<file path="config.mk">
export PLATFORM = sky130hd
export DESIGN_NAME = lru_refill_ctrl
export DESIGN_NICKNAME = d
export VERILOG_FILES = /design/src/rtl/lru_refill_ctrl.sv
export SDC_FILE = /design/constraint.sdc
export NUM_CORES = 1
export LEC_CHECK = 0
export BUFFER_PORTS_ARGS = -buffer_cell sky130_fd_sc_hd__buf_2
export CORE_ASPECT_RATIO = 1.2
export CORE_MARGIN = 10
export CORE_UTILIZATION = 40
export CTS_CLUSTER_DIAMETER = 200
export DETAILED_ROUTE_END_ITERATION = 16
export HOLD_SLACK_MARGIN = 0.03
export PLACE_DENSITY = 0.65
export SETUP_SLACK_MARGIN = 0.1
export SLEW_MARGIN = 20
export SYNTH_ARGS = -nofsm -noshare
export SYNTH_HDL_FRONTEND = slang
export SYNTH_SLANG_ARGS = --single-unit
export TNS_END_PERCENT = 10
</file>
<file path="constraint.sdc">
create_clock -name clk -period 2.2 [get_ports clk]
set_input_delay 0 -clock clk [delete_from_list [all_inputs] [get_ports clk]]
set_output_delay 0 -clock clk [all_outputs]
set_load 0.1 [all_outputs]
</file>
<file path="src/rtl/lru_refill_ctrl.sv">
`default_nettype none
// ============================================================================
// Module      : lru_refill_ctrl
// Description : Takes cache lookup results. A hit is reported to the LRU
//               straight away. A miss first captures the LRU victim way and
//               issues a refill request. The LRU update and the response are
//               sent once the refill data has been written.
// Revision    : 1.0 - initial release
// ============================================================================
module lru_refill_ctrl #(
    parameter int ASSOCIATIVITY = 4,
    parameter int ENTRIES       = 256,
    parameter int INDEX_BITS    = 8,
    parameter int OUTPUT_BITS   = 2
) (
    input  logic                   clk,
    input  logic                   rst_n,
    input  logic                   req_valid,
    output logic                   req_ready,
    input  logic [INDEX_BITS-1:0]  req_index,
    input  logic                   req_hit,
    input  logic [OUTPUT_BITS-1:0] req_hit_way,
    output logic [INDEX_BITS-1:0]  lru_line_selector,
    input  logic [OUTPUT_BITS-1:0] lru_way,
    output logic                   lru_update,
    output logic [OUTPUT_BITS-1:0] lru_referenced_set,
    output logic                   refill_valid,
    input  logic                   refill_ready,
    output logic [INDEX_BITS-1:0]  refill_index,
    output logic [OUTPUT_BITS-1:0] refill_way,
    input  logic                   refill_done,
    output logic                   resp_valid,
    output logic [OUTPUT_BITS-1:0] resp_way,
    output logic [15:0]            hit_count,
    output logic [15:0]            miss_count
);

    // A way number must be able to name every way, and an index every line.
    if ((ASSOCIATIVITY > (1 << OUTPUT_BITS)) || (ENTRIES > (1 << INDEX_BITS))) begin : g_bad_params
        $error("lru_refill_ctrl: OUTPUT_BITS/INDEX_BITS too narrow for ASSOCIATIVITY/ENTRIES");
    end

    typedef enum logic [1:0] {
        S_IDLE        = 2'd0,
        S_REFILL_REQ  = 2'd1,
        S_REFILL_WAIT = 2'd2,
        S_UPDATE      = 2'd3
    } state_t;

    localparam logic [15:0] c_CNT_MAX = 16'hFFFF;

    state_t                 r_state;
    logic [INDEX_BITS-1:0]  r_index;
    logic [OUTPUT_BITS-1:0] r_way;
    logic                   r_req_ready;
    logic                   r_refill_valid;
    logic                   r_lru_update;
    logic                   r_resp_valid;
    logic [15:0]            r_hit_count;
    logic [15:0]            r_miss_count;
    logic                   w_accept;

    // Acceptance can only happen in IDLE, which is when req_ready is high.
    assign w_accept = req_valid & r_req_ready;

    // Control FSM. All status outputs are registered alongside the state.
    always_ff @(posedge clk or negedge rst_n) begin
        if (!rst_n) begin
            r_state        <= S_IDLE;
            r_index        <= '0;
            r_way          <= '0;
            r_req_ready    <= 1'b1;
            r_refill_valid <= 1'b0;
            r_lru_update   <= 1'b0;
            r_resp_valid   <= 1'b0;
            r_hit_count    <= '0;
            r_miss_count   <= '0;
        end else begin
            r_lru_update <= 1'b0;
            r_resp_valid <= 1'b0;
            case (r_state)
                S_IDLE: begin
                    if (w_accept) begin
                        r_index     <= req_index;
                        r_req_ready <= 1'b0;
                        if (req_hit) begin
                            r_way        <= req_hit_way;
                            r_state      <= S_UPDATE;
                            r_lru_update <= 1'b1;
                            r_resp_valid <= 1'b1;
                            if (r_hit_count != c_CNT_MAX) begin
                                r_hit_count <= r_hit_count + 16'd1;
                            end
                        end else begin
                            // Victim comes from the LRU read port addressed by req_index this cycle.
                            r_way          <= lru_way;
                            r_state        <= S_REFILL_REQ;
                            r_refill_valid <= 1'b1;
                            if (r_miss_count != c_CNT_MAX) begin
                                r_miss_count <= r_miss_count + 16'd1;
                            end
                        end
                    end
                end
                S_REFILL_REQ: begin
                    // A refill_done seen here belongs to no request of ours and is dropped.
                    if (refill_ready) begin
                        r_refill_valid <= 1'b0;
                        r_state        <= S_REFILL_WAIT;
                    end
                end
                S_REFILL_WAIT: begin
                    if (refill_done) begin
                        r_state      <= S_UPDATE;
                        r_lru_update <= 1'b1;
                        r_resp_valid <= 1'b1;
                    end
                end
                S_UPDATE: begin
                    r_state     <= S_IDLE;
                    r_req_ready <= 1'b1;
                end
                default: begin
                    r_state        <= S_IDLE;
                    r_req_ready    <= 1'b1;
                    r_refill_valid <= 1'b0;
                end
            endcase
        end
    end

    // In IDLE the LRU read port follows the incoming index so the victim is available at acceptance.
    assign lru_line_selector  = (r_state == S_IDLE) ? req_index : r_index;
    assign req_ready          = r_req_ready;
    assign lru_update         = r_lru_update;
    assign lru_referenced_set = r_way;
    assign refill_valid       = r_refill_valid;
    assign refill_index       = r_index;
    assign refill_way         = r_way;
    assign resp_valid         = r_resp_valid;
    assign resp_way           = r_way;
    assign hit_count          = r_hit_count;
    assign miss_count         = r_miss_count;

endmodule
`default_nettype wire

</file>
[Word-level counts from Yosys, hierarchy flattened]
Index checks and enable logic that the tools add are counted.
Operators by class
  reduce and logical (&&, ||, !) cells: 9
  multiplexer cells: 17
  shift-type cells: 0
  equal/unequal tests: 9
  order comparisons: 0
  add/subtract/negate cells: 2
  bitwise operators: 2
  multipliers: 0
  div/mod/pow operators: 0
Operator list (number)
  16-bit by 1-bit adder with 16-bit output, second input constant: 2
  16-bit != test, second input constant: 2
  4-bit AND reduction: 3
  2-bit 2-to-1 mux: 5
  8-bit 2-to-1 mux: 1
  2-bit != test, second input constant: 4
  2-bit one-hot mux with 4 select lines: 1
  1-bit 2-to-1 mux: 7
  1-bit one-hot mux with 2 select lines: 3
  2-bit == test, second input constant: 2
  2-bit AND reduction: 2
  2-bit nonzero test: 2
  3-bit AND reduction: 1
  2-bit by 1-bit == test with 1-bit output, second input constant: 1
  2-bit logical NOT: 1
  1-bit bitwise AND: 1
  1-bit NOT: 1
Storage, ports and cells
  latch bits: 0
  ROM bits: 0
  output and inout bits: 58
  RAM bits: 0
  memories kept: 0
  register bits: 47

[Logic depth before layout (Yosys ltp)]
  depth in word-level cells: 3
  mapped depth: 8

[Least setup slack after synthesis]
No wires, ideal clock.
  path type: flip-flop to flip-flop
  from: register r_miss_count[0], in the netlist miss_count[0]
  to: register r_miss_count[1], in the netlist miss_count[1]
  path buffers: 0
  path slack: -0.235 ns
  stages on the path, launching flop included: 6
  arrival: 2.308 ns
  required time: 2.073 ns
  path through: dfrtp_1 -> ha_1 -> nand3_1 -> nor4_4 -> nor2_2 -> mux2_4
On the way
  word-level cells in the longest chain between the ends: 2
RTL lines
  start: declaration: line 60  | logic [15:0] r_miss_count;
  start signal: assignment: line 100  | r_miss_count <= r_miss_count + 16'd1;
  parallel branches: the longest is 2 deep, another holds 16-bit by 1-bit adder with 16-bit output
Several ways; the timed one is not identified.
A chain may end at the register's enable or synchronous reset.

[Worst setup path in the final report]
  from: register r_state[0]
  to: register r_miss_count[10], in the netlist miss_count[10]
On the way
  word-level cells in the longest chain between the ends: 2
RTL lines
  start: declaration: line 52  | state_t r_state;
  start signal: assignment: line 69  | r_state <= S_IDLE;
  start signal: assignment: line 88  | r_state <= S_UPDATE;
  start signal: assignment: line 97  | r_state <= S_REFILL_REQ;
  2-bit logical NOT: line 81  | case (r_state)
  4-bit AND reduction (no source line)
Every way passes these cells.

==> impl_metrics.yaml <==
floorplanning:
  io_pins: 76
  die_w_um: 91.1
  fp.coreArea_um2: 5970
  core.rowCount: 31
  dieArea_um2: 9600
  die_h_um: 105
  initial_core_util_pct: 40.7
critical_path:
  cp_slowest_cell: "nor3_2"
  worstSetupStartpointType: "register"
  critPathMaxFanout: 6
  end_kind: "register"
  path_class: "reg -> reg"
  max_stage_delay_ps: 440
  crit_chain: "inv_1 > ha_1 > nand4b_1 > nor3_2 > o2111ai_1 > xnor2_1"
  cp.required_ps: 2380
  critPathArrivalTime_ps: 2150
sta:
  slew_headroom_pct: 61.1
  rsz0062_at_grt: "yes"
  fin_crit_sh_pct: 89.4
  setup-tns-final_ps: 0
  setup_viol: 0
  finalWorstSetupSlack_ps: 232
  slew_viol_final: 0
  layout_min_cycle_time_ps: 1970
  fmax_mhz: 508
  final.setup_skew_ps: 5.45
  tightestPinTransition_ps: 584
  finalHoldViolCount: 0
synth:
  yosysMostFrequentCell: "dfrtp_1"
  yosys-top-cells-area: "dfrtp_1 47%, mux2_2 7.9%, xor2_1 6.5%"
  syn-num-nets: 239
  netlist.area_leader.share_pct: 47.4
  synth_seq_area_share_pct: 48.5
  ys.flop_type: "dfrtp_1"
  yosys_warnings: 0
  ys_ff_latch: 47
  async_flop_share_pct: 100
  syn_area_um2: 2430
  synth_cells: 215
  ys_types: 41
  synth_edf_count: 0
  synth_top_area_cell: "dfrtp_1"
  postSynthAreaPerCell_um2: 11.3
  synth_commonest_cells: "46 x dfrtp_1, 18 x xor2_1, 17 x mux2_2, 17 x nand3_1, 12 x nand2_1"
job:
  cap_violations: 0
placement:
  dp_hpwl_mm: 4.26
  gp_congestion: 0.810
  place_ws_ps: 132
  io_buffer_count: 75
  placed_cell_area_um2: 2920
grt:
  grt_max_degree: 48
  antenna_found_initial: 0
  grt_pass1_vias: 2039
  grt_pass1_wl_mm: 9.60
  grt_overflow: 0
  grt_usage_pct: 11.9
cells_and_area:
  syn_to_final_growth_pct: 31.8
  stdcell_area_um2: 3200
  drive_gt1_share_pct: 47.4
  nets: 333
  diodes: 0
routing:
  num_vias: 1966
  firstDrtPassIters: 4
  wl_mm: 5.76
  drt_iter0_markers: 51
  route.detailed.drc: 0
  ant_nets: 0
  vias_per_cell: 5.02
  routedWlPerCell_um: 14.7
min_path:
  hold_path.class: "in -> reg"
cts:
  clk_latency_ps: 300
  clk_path_buf_depth: 2
  clkSlewWorstSetupHoldPaths_ps: 80
  clkSinkCount: 47
  cts_buffers: 5
  cts_htree_levels: 2
  cts_tree: "yes"
  ctsRootBufferMaster: "clkbuf_8"
outcome:
  status: "finished, final reports clean"
## area by class of cell
type                    instances  area (µm²)
well taps                      82         103
repair buffers                 98         583
clock buffers                   8         100
multi-input cells             151        1180
inverters                       6        22.5
fillers                       570        2770
flip-flops and latches         47        1210
## cell usage in the layout, fill, tap and decap left out, types with 9 or more instances in the layout
| cell | synthesis | layout |
|---|---|---|
| buf_2 | 4 | 75 |
| dfrtp_2 | 0 | 26 |
| dfrtp_1 | 46 | 20 |
| xor2_1 | 18 | 18 |
| mux2_2 | 17 | 17 |
| nand3_1 | 17 | 17 |
| dlygate4sd3_1 | 0 | 14 |
| nand2_1 | 12 | 12 |
| xnor2_1 | 11 | 11 |
| nand4_1 | 10 | 10 |
| buf_4 | 5 | 9 |
## logic make-up after synthesis
logic type                 Yosys count  share of synthesized area, %
AOI/OAI and AO/OA                   16                          4.28
and+or+nand+nor                     80                          20.8
xor gates and xnor gates            29                          10.5
adders and majority gates            6                          3.09
muxes                               20                          9.32
buffers and inverters               17                          3.61
DFF                                 47                          48.5
## final timing paths
kind / from / endpoint / slack [ps] / depth (start not counted)
max: r_state[0] / miss_count[10] / 230 / 6
min: lru_way[1] / lru_referenced_set[1] / 30 / 3
max reg2reg: r_state[0] / miss_count[10] / 230 / 6
min reg2reg: miss_count[7] / miss_count[7] / 490 / 1
max in group asynchronous: rst_n / hit_count[4] / 1450 / 3
min in group asynchronous: rst_n / miss_count[4] / 320 / 3
## timing repair
action,CTS,global route
resized for setup,0,3
endpoints found under the hold margin,58,0
buffers inserted,0,3
setup endpoints to repair,0,13
hold buffers,14,0
## sequential cells by signal, indices dropped and copies added, names as in the netlist
signal              count
r_state                 2
req_ready               1
hit_count              16
miss_count             16
resp_valid              1
lru_referenced_set      2
refill_index            8
refill_valid            1
## per-stage QoR
| step | std cells | hold WS, ps | util (%) |
|---|---|---|---|
| 6_report | 392 | 28.5 | 53.6 |
| 2_1_floorplan | 215 | -296 | - |
| 5_1_grt | 392 | 35.1 | 53.6 |
| 3_5_place_dp | 367 | 134 | 48.9 |
| 4_1_cts | 389 | 36.8 | 52.9 |
| 3_3_place_gp | 367 | 134 | 48.9 |
## worst max-delay path: cells and delay by family, from the launching register on
kind            cells  cell delay [ps]
compound gates      1              180
xor+xnor            1              150
flops               1              420
fa+ha+maj           1              220
buf+inv             1              100
simple gates        2              780
## per-layer routing
layer | track usage (%) | routed length [µm]
met5 | 0 | 0
met4 | 4.04 | 80
met2 | 21.3 | 2920
met3 | 4.47 | 393
met1 | 12.6 | 2360
Power is not shown: default switching activity piles up to over one toggle a cycle in this logic, so the estimate is an artifact.
